File: src/rtl/rv32m_pkg.sv
// rtl/rv32m_pkg.sv - shared encodings and constants for the RV32M divide unit
package rv32m_pkg;

    // RV32M divide-family operation encodings. op[1] selects remainder and
    // op[0] selects unsigned.
    localparam logic [1:0] OP_DIV  = 2'b00;
    localparam logic [1:0] OP_DIVU = 2'b01;
    localparam logic [1:0] OP_REM  = 2'b10;
    localparam logic [1:0] OP_REMU = 2'b11;

    // Divider control states
    localparam logic [1:0] ST_IDLE = 2'd0;
    localparam logic [1:0] ST_CALC = 2'd1;
    localparam logic [1:0] ST_FIX  = 2'd2;
    localparam logic [1:0] ST_DONE = 2'd3;

    localparam logic [31:0] DIV_BY_ZERO_Q = 32'hFFFF_FFFF;
    localparam logic [31:0] SIGNED_MIN    = 32'h8000_0000;

endpackage

File: src/rtl/rv32m_divider.sv
// rtl/rv32m_divider.sv - iterative radix-2 restoring DIV/DIVU/REM/REMU unit
//
// Ports:
//   clk, resetn             clock, asynchronous active-low reset
//   in_valid / in_ready     request handshake; in_ready is high only in IDLE
//   op, rs1_val, rs2_val    operation and operands, sampled at accept only
//   rd_in                   destination index, carried to wb_addr
//   out_valid / out_ready   result handshake; result held stable in DONE
//   wb_data, wb_addr, wb_we register-file write port (wb_we = out_valid & out_ready)
module rv32m_divider
    import rv32m_pkg::*;
#(
    parameter int XLEN = 32
) (
    input  logic            clk,
    input  logic            resetn,
    input  logic            in_valid,
    output logic            in_ready,
    input  logic [1:0]      op,
    input  logic [XLEN-1:0] rs1_val,
    input  logic [XLEN-1:0] rs2_val,
    input  logic [4:0]      rd_in,
    output logic            out_valid,
    input  logic            out_ready,
    output logic [XLEN-1:0] wb_data,
    output logic [4:0]      wb_addr,
    output logic            wb_we
);

    logic [1:0]      state;
    logic [5:0]      cnt;
    logic            is_rem;
    logic            neg_q;
    logic            neg_r;
    logic [XLEN-1:0] dvs;
    logic [XLEN-1:0] dvd;   // dividend shifts out MSB-first, quotient shifts in at LSB
    logic [XLEN-1:0] rem;
    logic [4:0]      rd;

    // Operand decode at accept; magnitudes are only taken for signed ops
    logic            is_signed;
    logic            a_neg;
    logic            b_neg;
    logic [XLEN-1:0] a_mag;
    logic [XLEN-1:0] b_mag;
    logic            overflow;

    assign is_signed = (op == OP_DIV) || (op == OP_REM);
    assign a_neg     = is_signed & rs1_val[XLEN-1];
    assign b_neg     = is_signed & rs2_val[XLEN-1];
    assign a_mag     = a_neg ? (~rs1_val + 1'b1) : rs1_val;
    assign b_mag     = b_neg ? (~rs2_val + 1'b1) : rs2_val;
    assign overflow  = is_signed && (rs1_val == SIGNED_MIN) && (rs2_val == DIV_BY_ZERO_Q);

    // Subtract-and-select step. The partial remainder before any shift is
    // below 2^31, so dropping rem[31] loses nothing; bit XLEN is the borrow.
    logic [XLEN:0]   diff;
    assign diff = {1'b0, rem[XLEN-2:0], dvd[XLEN-1]} - {1'b0, dvs};

    logic [XLEN-1:0] q_signed;
    logic [XLEN-1:0] r_signed;
    assign q_signed = neg_q ? (~dvd + 1'b1) : dvd;
    assign r_signed = neg_r ? (~rem + 1'b1) : rem;

    assign in_ready  = (state == ST_IDLE);
    assign out_valid = (state == ST_DONE);
    assign wb_we     = out_valid & out_ready;
    assign wb_addr   = rd;

    always_ff @(posedge clk or negedge resetn) begin
        if (!resetn) begin
            state   <= ST_IDLE;
            cnt     <= '0;
            is_rem  <= 1'b0;
            neg_q   <= 1'b0;
            neg_r   <= 1'b0;
            dvs     <= '0;
            dvd     <= '0;
            rem     <= '0;
            rd      <= '0;
            wb_data <= '0;
        end else begin
            case (state)
                ST_IDLE: begin
                    if (in_valid) begin
                        is_rem <= op[1];
                        rd     <= rd_in;
                        neg_q  <= a_neg ^ b_neg;
                        neg_r  <= a_neg;
                        dvd    <= a_mag;
                        dvs    <= b_mag;
                        rem    <= '0;
                        cnt    <= '0;
                        if (rs2_val == '0) begin
                            wb_data <= op[1] ? rs1_val : DIV_BY_ZERO_Q;
                            state   <= ST_DONE;
                        end else if (overflow) begin
                            wb_data <= op[1] ? '0 : SIGNED_MIN;
                            state   <= ST_DONE;
                        end else begin
                            state   <= ST_CALC;
                        end
                    end
                end
                ST_CALC: begin
                    if (!diff[XLEN]) begin
                        rem <= diff[XLEN-1:0];
                    end else begin
                        rem <= {rem[XLEN-2:0], dvd[XLEN-1]};
                    end
                    dvd <= {dvd[XLEN-2:0], ~diff[XLEN]};
                    if (cnt == 6'd31) begin
                        cnt   <= '0;
                        state <= ST_FIX;
                    end else begin
                        cnt   <= cnt + 6'd1;
                    end
                end
                ST_FIX: begin
                    wb_data <= is_rem ? r_signed : q_signed;
                    state   <= ST_DONE;
                end
                default: begin
                    if (out_ready) begin
                        state <= ST_IDLE;
                    end
                end
            endcase
        end
    end

endmodule

File: config.mk
export PLATFORM = sky130hd
export DESIGN_NAME = rv32m_divider
export DESIGN_NICKNAME = d
export VERILOG_FILES = /design/src/rtl/rv32m_pkg.sv /design/src/rtl/rv32m_divider.sv
export SDC_FILE = /design/constraint.sdc
export NUM_CORES = 1
export LEC_CHECK = 0
export BUFFER_PORTS_ARGS = -buffer_cell sky130_fd_sc_hd__buf_2
export CAP_MARGIN = 40
export CORE_MARGIN = 3
export CORE_UTILIZATION = 25
export DETAILED_ROUTE_END_ITERATION = 6
export GPL_TIMING_DRIVEN = 1
export PLACE_DENSITY = 0.37
export RECOVER_POWER = 50
export SYNTH_ARGS = -nofsm -noshare
export SYNTH_HDL_FRONTEND = slang
export SYNTH_SLANG_ARGS = --single-unit
export TNS_END_PERCENT = 100
File: constraint.sdc
create_clock -name clk -period 3.3 [get_ports clk]
set_input_delay 0.66 -clock clk [delete_from_list [all_inputs] [get_ports clk]]
set_output_delay 0.66 -clock clk [all_outputs]
set_load 0.02 [all_outputs]
Word-level counts from Yosys, hierarchy flattened
Index checks and enable logic that the tools add are counted.
{ "word_totals": {"reg_bits": 144, "word_cells": 73, "inputBits": 75, "out_inout_bits": 40} }
{ "classes": {"eq_ne": 10, "bitwise_logic": 9, "n_mux": 25, "add_sub_neg": 6, "n_reduce_logical": 13} }
{ "ops": {"columns": ["op", "n"], "rows": [
  ["two-way mux 32 bit", 13],
  ["one-hot mux 32 bit (2 select lines)", 3],
  ["adder 32 x 1 -> 32 bit, second input constant", 4],
  ["inverter 32 bit", 4],
  ["equality test 32 bit, second input constant", 2],
  ["subtractor 32 x 32 -> 33 bit", 1],
  ["logical NOT 32 bit", 1],
  ["two-way mux 6 bit", 2],
  ["one-hot mux 6 bit (2 select lines)", 1],
  ["two-way mux 2 bit", 5],
  ["adder 6 x 1 -> 6 bit, second input constant", 1],
  ["equality test 2 bit, second input constant", 3],
  ["equality test 6 x 5 -> 1 bit, second input constant", 1],
  ["one-hot mux 2 bit (3 select lines)", 1],
  ["AND reduction 3 bit", 2],
  ["logical NOT 2 bit", 2],
  ["!= test 2 bit, second input constant", 2],
  ["AND reduction 2 bit", 2],
  ["nonzero test 2 bit", 2],
  ["nonzero test 4 bit", 1],
  ["bitwise AND 1 bit", 3],
  ["!= test 3 x 1 -> 1 bit, second input constant", 1],
  ["equality test 2 x 1 -> 1 bit, second input constant", 1],
  ["logical AND 1 bit", 2],
  ["3 further kinds", 3]
]} }

Logic depth before layout (Yosys ltp)
{ "logic_depth": {"word_depth": 8, "mapped_depth": 13, "ltp_nobuf": 12} }

Worst setup path after synthesis
OpenSTA, ideal clock, no wires.
{ "synth_timing": {"kind": "input to register", "start": "input port rs1_val[6]", "end": "register wb_data[15]", "arrival_time_ns": 3.017, "setup_slack_ns": 0.153, "required_time_ns": 3.170, "setup_ns": 0.130, "path_stages": 9, "n_path_buf": 1, "cell_sequence": "or4_4 -> nor4b_4 -> nand2_1 -> or3_4 -> nor4_4 -> a31oi_1 -> o22ai_4 -> buf_2 -> a31oi_1"} }
{ "synth_between": {"elab_chain_cells": 5} }
{ "synth_rtl": {"columns": ["item", "line", "text"], "rows": [
  ["start, declared", "rv32m_divider.sv:20", "input logic [XLEN-1:0] rs1_val,"],
  ["equality test 32 bit", "rv32m_divider.sv:53", "assign overflow = is_signed && (rs1_val == SIGNED_MIN) && (rs2_val == DIV_BY_ZERO_Q);"],
  ["logical AND 1 bit (2 in series)", "rv32m_divider.sv:53", null],
  ["!= test 3 x 1 -> 1 bit (no source line)", null, null],
  ["AND reduction 3 bit (no source line)", null, null],
  ["end signal, assigned", "rv32m_divider.sv:95", "wb_data <= op[1] ? rs1_val : DIV_BY_ZERO_Q;"],
  ["end signal, assigned", "rv32m_divider.sv:98", "wb_data <= op[1] ? '0 : SIGNED_MIN;"],
  ["end signal, assigned", "rv32m_divider.sv:120", "wb_data <= is_rem ? r_signed : q_signed;"],
  ["end, declared", "rv32m_divider.sv:25", "output logic [XLEN-1:0] wb_data,"]
]} }
Every way passes these cells.
A chain may end at the register's enable or synchronous reset.

Worst setup path in the final report
{ "layout_timing": {"start": "register dvd[31]", "end": "register rem[19]"} }
{ "layout_between": {"elab_chain_cells": 3} }
{ "layout_rtl": {"columns": ["item", "line", "text"], "rows": [
  ["start, declared", "rv32m_divider.sv:36", "logic [XLEN-1:0] dvd;"],
  ["start signal, assigned", "rv32m_divider.sv:90", "dvd <= a_mag;"],
  ["start signal, assigned", "rv32m_divider.sv:111", "dvd <= {dvd[XLEN-2:0], ~diff[XLEN]};"],
  ["subtractor 32 x 32 -> 33 bit", "rv32m_divider.sv:58", "assign diff = {1'b0, rem[XLEN-2:0], dvd[XLEN-1]} - {1'b0, dvs};"],
  ["two-way mux 32 bit", "rv32m_divider.sv:106", "if (!diff[XLEN]) begin"],
  ["one-hot mux 32 bit (2 select lines)", "rv32m_divider.sv:83", "case (state)"],
  ["end signal, assigned", "rv32m_divider.sv:107", "rem <= diff[XLEN-1:0];"],
  ["end signal, assigned", "rv32m_divider.sv:109", "rem <= {rem[XLEN-2:0], dvd[XLEN-1]};"],
  ["end, declared", "rv32m_divider.sv:37", "logic [XLEN-1:0] rem;"]
]} }
Every way passes these cells.

==> results_dict.tcl <==
set metrics [dict create \
    vias 10635 \
    ant_nets 0 \
    finalCriticalPeriod_ns 3.09 \
    cp_cell_sequence "inv_1 -> ha_1 -> fa_1 -> nor2b_2 -> o211ai_1 -> a311oi_2 -> o21ai_2 -> a311oi_2 -> buf_4 -> o31ai_4 -> buf_12 -> buf_4 -> mux2i_1 -> o21ai_0" \
    path_clk_slew_ns 0.07 \
    numCtsBuffers 17 \
    drtPass1Iterations 5 \
    outcome "finished, violations left" \
    synth_edf_count 0 \
    wirelength_um 40600 \
    avgRoutedWirePerCell_um 18.8 \
    crit_slowest_cell "a311oi_2" \
    rsz0062_at_grt "no" \
    finalCritPeriodShare_pct 93.5 \
    port_buffers 114 \
    leakage_nw 5.61 \
    worstMarginPinSlew_ns 1.63 \
    syn_nets 1526 \
    power_density_nw_per_um2 1130 \
    cp-end-kind "register" \
    sw_frac_of_total_pct 50.3 \
    cts_sinks 144 \
    path_class "register to register" \
    dieWidth_um 217 \
    fin_ws_ns 0.213 \
    slew-limit-headroom_pct -8.40 \
    netlist_top_cells_count "o21ai_0, nand2_1, dfrtp_1" \
    synth_xor_area_share_pct 11.0 \
    grt_overflow_total 0 \
    grt_max_degree 72 \
    htreeDepth 4 \
    cpPeakStageDelay_ns 0.40 \
    gp_congestion 0.854 \
    dp.final_hpwl_um 31600 \
    synthAdderAreaFrac_pct 5.13 \
    drive_gt1_share_pct 17.1 \
    hold_viol_final 0 \
    final_nets 1681 \
    clock_path_buffers 2 \
    cts_tree "yes" \
    die-area_um2 47000 \
    syn_area_per_cell_um2 7.90 \
    hold_path.class "input pin to register" \
    fmax_ghz 0.324 \
    die_y_um 217 \
    hold_buffers 0 \
    synthSimpleGateAreaFrac_pct 18.6 \
    power.share.clock_pct 12.5 \
    rows 76 \
    syn_inst 1406 \
    clock_latency_ns 0.48 \
    crit_buf_inv 4 \
    ys.flop_type "dfrtp_1" \
    violations "capacitance limit, slew limit" \
    drc_errors 0 \
    core_um2 43500 \
    synthArstFlopShare_pct 100 \
    cp_top_family "compound AO/OA/AOI/OAI gates" \
    yosysTopAreaCell "dfrtp_1" \
    grt_pass1_vias 10406 \
    drt-initial-drc-count 685 \
    ys_seq_area_share_pct 32.4 \
    area_growth_pct 21.9 \
    ys_ff_latch 144 \
    synth_top_area_share_pct 32.4 \
    cts.root.buffer_cell "clkbuf_16" \
    top_level_ports 115 \
    path_max_fanout 38 \
    avgViaCountPerCell 4.92 \
    synth_compound_area_share_pct 26.4 \
    combPwrFrac_pct 64.1 \
    start_util_pct 25.6 \
    finalMaxSlewViolations 53 \
    grt_util_all_layers_pct 17.5 \
    start_kind "register" \
    yosys.cell_count.top_type "o21ai_0" \
    grt_pass1_wl_um 63000 \
    antenna_found_initial 2 \
    setup_viol_count_final 0 \
    synth_top_family_by_area "compound AO/OA/AOI/OAI gates" \
    muxShareOfSynthArea_pct 1.32 \
    required_ns 3.64 \
    synthesis.area_um2 11100 \
    maxCapViolations 1 \
    synth.top_cells.by_area "dfrtp_1, o21ai_0, xor2_1" \
    cp.arrival_ns 3.43 \
    finish.utilization_pct 31.2 \
    synth.distinct_cells 67 \
    seqPwrFrac_pct 23.4 \
    yosys_warnings 0 \
    dp_slack_ns -0.153 \
    finClkSkew_ns 0.0103 \
    p_int_mw 7.62 \
    p_switching_mw 7.72 \
    vdd_drop_max_mv 0.532 \
    tns_ns 0 \
]
-- flip-flops by register name, indices dropped and copies added (netlist names) --
register	cells
cnt	6
dvd	32
dvs	32
is_rem	1
neg_q	1
neg_r	1
rem	32
state	2
wb_addr	5
wb_data	32
-- worst paths after layout --
path                            startpoint          end  slack [ns]  cells after the start
worst max register to register     dvd[31]      rem[19]        0.21                     14
min in group asynchronous           resetn  wb_data[13]        0.57                      1
max in group asynchronous           resetn      dvs[30]        0.85                      2
worst min register to register     dvs[22]      dvs[22]        0.48                      2
worst max-delay path               dvd[31]      rem[19]        0.21                     14
worst min-delay path              rd_in[4]   wb_addr[4]        0.41                      2
-- logic make-up after synthesis --
logic type      after synthesis
mux                          14
simple gates                437
flops                       144
buf+inv                     142
compound gates              485
xor+xnor                    139
fa+ha+maj                    45
-- timing repair --
action / CTS / global route
pin swaps: 0 / 1
setup endpoints to repair: 5 / 37
gates resized for setup: 2 / 13
cloned: 0 / 0
endpoints found under the hold margin: 0 / 0
setup buffers: 0 / 1
-- metrics by stage --
| step | total power, mW | cells | cell area (µm²) | hold WS, ns |
|---|---|---|---|---|
| final | 15.3 | 2160 | 13500 | 0.405 |
| after global routing | 16.8 | 2159 | 13500 | 0.387 |
| after CTS | 15.4 | 2158 | 13500 | 0.156 |
| after floorplan | 9.98 | 1406 | 11100 | 0.364 |
| after global placement | 13.4 | 2126 | 13000 | 0.465 |
| after detailed placement | 13.4 | 2126 | 13000 | 0.471 |
-- placed cells by master (no fill, tap or decap), drive strengths merged, types with 22 or more instances in the layout --
cell,n
ha,44
nand2,176
or3,22
inv,60
nor3,24
o211ai,29
a31oi,33
o31ai,38
xor2,76
xnor2,63
dfrtp,144
clkbuf,41
o21ai,189
a21oi,106
buf,198
nor2,119
-- area by class of cell --
cell class	count	area [µm²]
clock buffer	19	443
sequential	144	3600
clock inverter	13	113
antenna	1	2.50
timing repair buffer	220	1410
multi-input combinational	1120	7030
tap	585	732
inverter	58	218
fill	4703	29900
-- power by group through the flow --
stage / combinational [mW] / sequential [mW] / clock, mW
after floorplan: 6.44 / 3.55 / 0
after global placement: 9.75 / 3.62 / 0
after detailed placement: 9.76 / 3.63 / 0
after CTS: 9.82 / 3.60 / 2.00
after global routing: 11.0 / 3.74 / 2.06
final: 9.83 / 3.59 / 1.92
-- routing by layer --
metal,GRT usage [%],part of all wire (%)
met3,4.08,4.3
met4,4.46,1.6
met1,25.4,50
met2,26.2,44
met5,0,0
Power figures use the tool's default switching activity.
